## src/rtl/if_prefetch_queue.sv

```systemverilog
// Instruction-fetch prefetch queue.
// Runs ahead of decode and issues sequential instruction-memory reads, one
// request in flight at a time. Each fetched {pc, instruction} pair is buffered
// in a DEPTH-entry FIFO. Decode drains the FIFO with a valid/ready handshake.
// A redirect flushes the FIFO and restarts fetch at redirect_pc. If a request
// is still in flight, its stale response is marked for discard.
// Optional feature macro: FETCH_ALIGN_CHECK_EN. When it is defined, a misaligned
// redirect_pc raises a sticky err and stops fetching. When it is undefined, the
// low bits of redirect_pc are silently cleared.
module if_prefetch_queue #(
  parameter int                ADDR_W   = 32,
  parameter int                INSTR_W  = 32,
  parameter int                DEPTH    = 4,
  parameter logic [ADDR_W-1:0] RESET_PC = '0,
  parameter int                PC_STEP  = 4
) (
  input  logic                       clk,
  input  logic                       rst,
  input  logic                       clk_en,
  output logic                       imem_req,
  output logic [ADDR_W-1:0]          imem_addr,
  input  logic                       imem_valid,
  input  logic [INSTR_W-1:0]         imem_data,
  input  logic                       redirect,
  input  logic [ADDR_W-1:0]          redirect_pc,
  output logic                       id_valid,
  input  logic                       id_ready,
  output logic [INSTR_W-1:0]         id_instr,
  output logic [ADDR_W-1:0]          id_pc,
  output logic [$clog2(DEPTH):0]     count,
  output logic                       err
);

  localparam int PTR_W   = $clog2(DEPTH);
  localparam int CNT_W   = PTR_W + 1;
  localparam int OCC_W   = CNT_W + 1;
  localparam int ALIGN_W = $clog2(PC_STEP);
  localparam logic [ADDR_W-1:0] LOW_MASK = ADDR_W'((64'd1 << ALIGN_W) - 64'd1);
  localparam logic [ADDR_W-1:0] STEP     = ADDR_W'(PC_STEP);

  logic [ADDR_W-1:0]  fetch_pc_reg;
  logic [ADDR_W-1:0]  req_pc_reg;      // address of the request in flight
  logic               outstanding_reg;
  logic               drop_reg;        // in-flight response belongs to a flushed stream
  logic               err_reg;
  logic [PTR_W-1:0]   head_reg;
  logic [PTR_W-1:0]   tail_reg;
  logic [CNT_W-1:0]   count_reg;

  logic [ADDR_W-1:0]  pc_mem    [DEPTH];
  logic [INSTR_W-1:0] instr_mem [DEPTH];

  logic               resp;
  logic               push;
  logic               pop;
  logic               room;
  logic               issue;
  logic [OCC_W-1:0]   occ_next;
  logic [ADDR_W-1:0]  redirect_target;
  logic               err_set;

`ifdef FETCH_ALIGN_CHECK_EN
  logic misalign;
  assign misalign        = |(redirect_pc & LOW_MASK);
  assign redirect_target = redirect_pc;
  assign err_set         = misalign;
`else
  assign redirect_target = redirect_pc & ~LOW_MASK;
  assign err_set         = 1'b0;
`endif

  // A response only counts when a request is actually in flight. A late strobe after reset is ignored.
  assign resp = imem_valid & outstanding_reg;
  assign push = clk_en & resp & ~drop_reg & ~redirect;
  assign pop  = clk_en & id_valid & id_ready & ~redirect;

  // Reserve a slot at issue time, so the FIFO can never overflow.
  assign occ_next = {1'b0, count_reg} + OCC_W'(push) - OCC_W'(pop);
  assign room     = occ_next < OCC_W'(DEPTH);
  assign issue    = clk_en & ~rst & ~redirect & ~err_reg & (~outstanding_reg | imem_valid) & room;

  assign imem_req  = issue;
  assign imem_addr = fetch_pc_reg;
  assign id_valid  = (count_reg != '0);
  assign id_instr  = id_valid ? instr_mem[head_reg] : '0;
  assign id_pc     = id_valid ? pc_mem[head_reg]    : '0;
  assign count     = count_reg;
  assign err       = err_reg;

  // Fetch control, request tracking and FIFO pointers. Redirect has the highest priority.
  always_ff @(posedge clk or posedge rst) begin
    if (rst) begin
      fetch_pc_reg    <= RESET_PC;
      req_pc_reg      <= RESET_PC;
      outstanding_reg <= 1'b0;
      drop_reg        <= 1'b0;
      err_reg         <= 1'b0;
      head_reg        <= '0;
      tail_reg        <= '0;
      count_reg       <= '0;
    end else if (clk_en) begin
      if (redirect) begin
        head_reg     <= '0;
        tail_reg     <= '0;
        count_reg    <= '0;
        fetch_pc_reg <= redirect_target;
        if (err_set) begin
          err_reg <= 1'b1;
        end
        if (outstanding_reg && !imem_valid) begin
          drop_reg <= 1'b1;
        end else begin
          outstanding_reg <= 1'b0;
          drop_reg        <= 1'b0;
        end
      end else begin
        tail_reg  <= tail_reg + PTR_W'(push);
        head_reg  <= head_reg + PTR_W'(pop);
        count_reg <= count_reg + CNT_W'(push) - CNT_W'(pop);
        if (issue) begin
          outstanding_reg <= 1'b1;
          drop_reg        <= 1'b0;
          req_pc_reg      <= fetch_pc_reg;
          fetch_pc_reg    <= fetch_pc_reg + STEP;
        end else if (resp) begin
          outstanding_reg <= 1'b0;
          drop_reg        <= 1'b0;
        end
      end
    end
  end

  // FIFO storage. Contents are only observed through the count-gated head outputs, so they have no reset.
  always_ff @(posedge clk) begin
    if (push) begin
      pc_mem[tail_reg]    <= req_pc_reg;
      instr_mem[tail_reg] <= imem_data;
    end
  end

endmodule
```

## config.mk

```make
export PLATFORM = sky130hd
export DESIGN_NAME = if_prefetch_queue
export DESIGN_NICKNAME = d
export VERILOG_FILES = /design/src/rtl/if_prefetch_queue.sv
export SDC_FILE = /design/constraint.sdc
export NUM_CORES = 1
export LEC_CHECK = 0
export BUFFER_PORTS_ARGS = -buffer_cell sky130_fd_sc_hd__buf_2
export CAP_MARGIN = 20
export CORE_MARGIN = 5
export CORE_UTILIZATION = 45
export DETAILED_ROUTE_END_ITERATION = 10
export SYNTH_ARGS = -nofsm -noshare
export SYNTH_HDL_FRONTEND = slang
export SYNTH_SLANG_ARGS = --single-unit
```

## constraint.sdc

```tcl
create_clock -name clk -period 6.6 [get_ports clk]
set_input_delay 0.99 -clock clk [delete_from_list [all_inputs] [get_ports clk]]
set_output_delay 0.99 -clock clk [all_outputs]
set_load 0.05 [all_outputs]
```

==> impl_metrics.ini <==
[logic_synthesis]
synth-edff-count = 248
synth_area_per_cell_sq_um = 17.1
synth_top_area_frac = 0.571
synth-main-ff-cell = edfxtp_1
synth-seq-cells = 317
ys_warn_count = 0
synth.distinct_cells = 59
post-synth-top-area-cell = edfxtp_1
syn_area_sq_um = 13000
synth_area_leaders = edfxtp_1 57%, dfrtp_1 13%, mux4_2 11%
yosysSeqAreaShare = 0.703
synthCells = 764
synthArstFlopShare = 0.218

[setup_path]
critPathLaunchType = input pin
r2r_setup_slack_ps = 2370
cp.required_ps = 5610
critPathKind = in -> out
crit_arrival_ps = 4040
crit_fanout = 15
end_kind = output port

[grt]
grt_max_degree = 70
grt_use_met3 = 0.0384
use_met1 = 0.246
grtUsageMet2 = 0.281
grt_pass1_vias = 7558
busiest_layer = met2
gr-total-overflow = 0
grt_pass1_wl_mm = 44.8
grt.total_usage = 0.174
antenna_found_initial = 0

[run]
maxCapViolCount = 0

[floorplanning]
std_cell_rows = 62
start_util = 0.455
die_area_sq_um = 32500
core_sq_um = 28700
ioPinCount = 172
die_x_um = 180
die_h_um = 180

[placed_design]
dp_hpwl_mm = 16.5
place_area_sq_um = 14200
place.gp.congestion = 0.857
portBuffers = 164

[detailed_routing]
avgRoutedWirePerCell_um = 21.2
vias = 7340
wl_mm = 28.4
postRouteAntennaNets = 0
drc = 0
drtIter0Drc = 488
viasPerCell = 5.47
dr.pass1.iters = 4

[clocking]
cts_inserted_buffers = 35
insertion_delay_ps = 500
cts_setup_buffers = 0
cts.sinks = 317
cts-resized-gates = 0
h-tree-depth = 2
clockRootBuffer = clkbuf_16
hold_buffers = 0
path_clk_slew_ps = 60
cts_tree = done
clockBufferDepth = 3

[power]
internal_power_mw = 4.01
p_seq_frac = 0.456
cellLeakagePower_nw = 5.54
p_switching_mw = 1.99
ir_drop_v = 0.000221
p_sw_frac = 0.332
powerDensity_nw_per_um2 = 391
total_power_mw = 6.00
clkPwrFrac = 0.313
combPwrFrac = 0.231

[run_status]
outcome = finished, final reports clean

[finish]
design_area_sq_um = 15400
largestRegisters = instr_mem x128, pc_mem x120
layout_common_cells = 248 x edfxtp_1, 164 x buf_2, 67 x dfrtp_1, 63 x and2_1, 62 x mux4_2
largest_register = instr_mem
diodes = 0
area_growth_pct = 17.7
largest_reg_flops = 128
nets = 1010
n_fill_cell = 2349
final_common_cell = edfxtp_1
drive_gt1_frac = 0.350

[sta]
worstMarginPinSlew_ps = 1010
clock-skew-final_ps = 17.8
rsz0062_at_grt = no
max_slew_margin = 0.329
hold_viol = 0
fin_setup_tns_ps = 0
post-route-min-period_ps = 5030
setup_viol = 0
post-route-period-util = 0.762
drv_slew = 0
max_freq_mhz = 199

[hold_path]
min_path_type = reg -> reg
## cells in the mapped netlist, drive strengths merged (3+ instances only)
master,number
nand2b,4
o21ai,21
nor3,13
a21o,3
nand2,27
a22oi,3
and2,63
o22a,7
a41oi,4
and4,5
nand3,21
clkbuf,24
or3,3
o31ai,3
dfrtp,69
nor2,14
inv,14
o22ai,6
buf,25
mux4,62
a31o,3
mux2i,3
o221ai,3
mux2,31
ha,7
edfxtp,248
nand4,6
a41o,3
a21oi,39
and3,4
## power by group through the flow
stage	sequential, mW	clock (mW)	combinational [mW]
after floorplan	2.86	0	0.892
after global placement	2.77	0	1.39
after detailed placement	2.78	0	1.40
after CTS	2.74	1.94	1.40
after global routing	2.78	2.01	1.48
final	2.73	1.88	1.39
## routing by layer
metal / wire length, um / part of all wire / vias to the layer above
met5: 0 / 0 / -
met4: 367 / 0.013 / 0
met3: 1720 / 0.060 / 34
met2: 13700 / 0.48 / 225
met1: 12700 / 0.44 / 3743
li1: - / - / 3338
## logic make-up (layout without fill, tap and decap cells)
logic type	Yosys count	in the layout	share of synthesized area
AND/OR/NAND/NOR	169	169	0.0730
flip-flops	317	317	0.703
AO/OA/AOI/OAI	109	109	0.0557
XOR/XNOR	1	1	0.000671
multiplexers	96	96	0.136
other	1	5	0.000287
adder cells (fa/ha/maj)	8	8	0.00825
buffers and inverters	63	252	0.0230
## critical path, stage by stage
cell	delay [ps]
buf_2	210
nand2b_4	180
or3_1	510
ha_1	340
inv_1	40
ha_1	200
fa_1	380
xor2_1	190
or4_4	570
nor3_4	140
buf_2	290
## worst paths after layout
kind                                            from                         to  cells past startpoint
min in group asynchronous                        rst       count[0]$_DFFE_PP0P_                      3
setup / recovery                            redirect                   imem_req                     11
hold / removal             req_pc_reg[9]$_DFFE_PP0P_     pc_mem[0][9]$_DFFE_PP_                      0
setup reg to reg                count[1]$_DFFE_PP0P_  imem_addr[17]$_DFFE_PP0P_                     13
max in group asynchronous                        rst    head_reg[0]$_DFFE_PP0P_                      3
hold reg to reg            req_pc_reg[9]$_DFFE_PP0P_     pc_mem[0][9]$_DFFE_PP_                      0
## area by class of cell
| cell class | instances | area (sq um) | share of cell area |
|---|---|---|---|
| sequential | 317 | 9180 | 0.598 |
| clock buffer | 46 | 960 | 0.0625 |
| clock inverter | 16 | 154 | 0.0100 |
| inverter | 14 | 52.6 | 0.00342 |
| tap | 384 | 480 | 0.0313 |
| multi-input combinational | 388 | 3610 | 0.235 |
| timing repair buffer | 176 | 911 | 0.0593 |
## metrics by stage
step | utilization | std cells | hold WS (ps) | worst slack, ps
2_1_floorplan | - | 768 | 472 | 68.8
3_3_place_gp | 0.496 | 1279 | 493 | 1590
3_5_place_dp | 0.496 | 1279 | 503 | 1590
4_1_cts | 0.535 | 1341 | 515 | 1580
5_1_grt | 0.535 | 1341 | 528 | 1440
6_report | 0.535 | 1341 | 511 | 1570
Power figures use the tool's default switching activity.
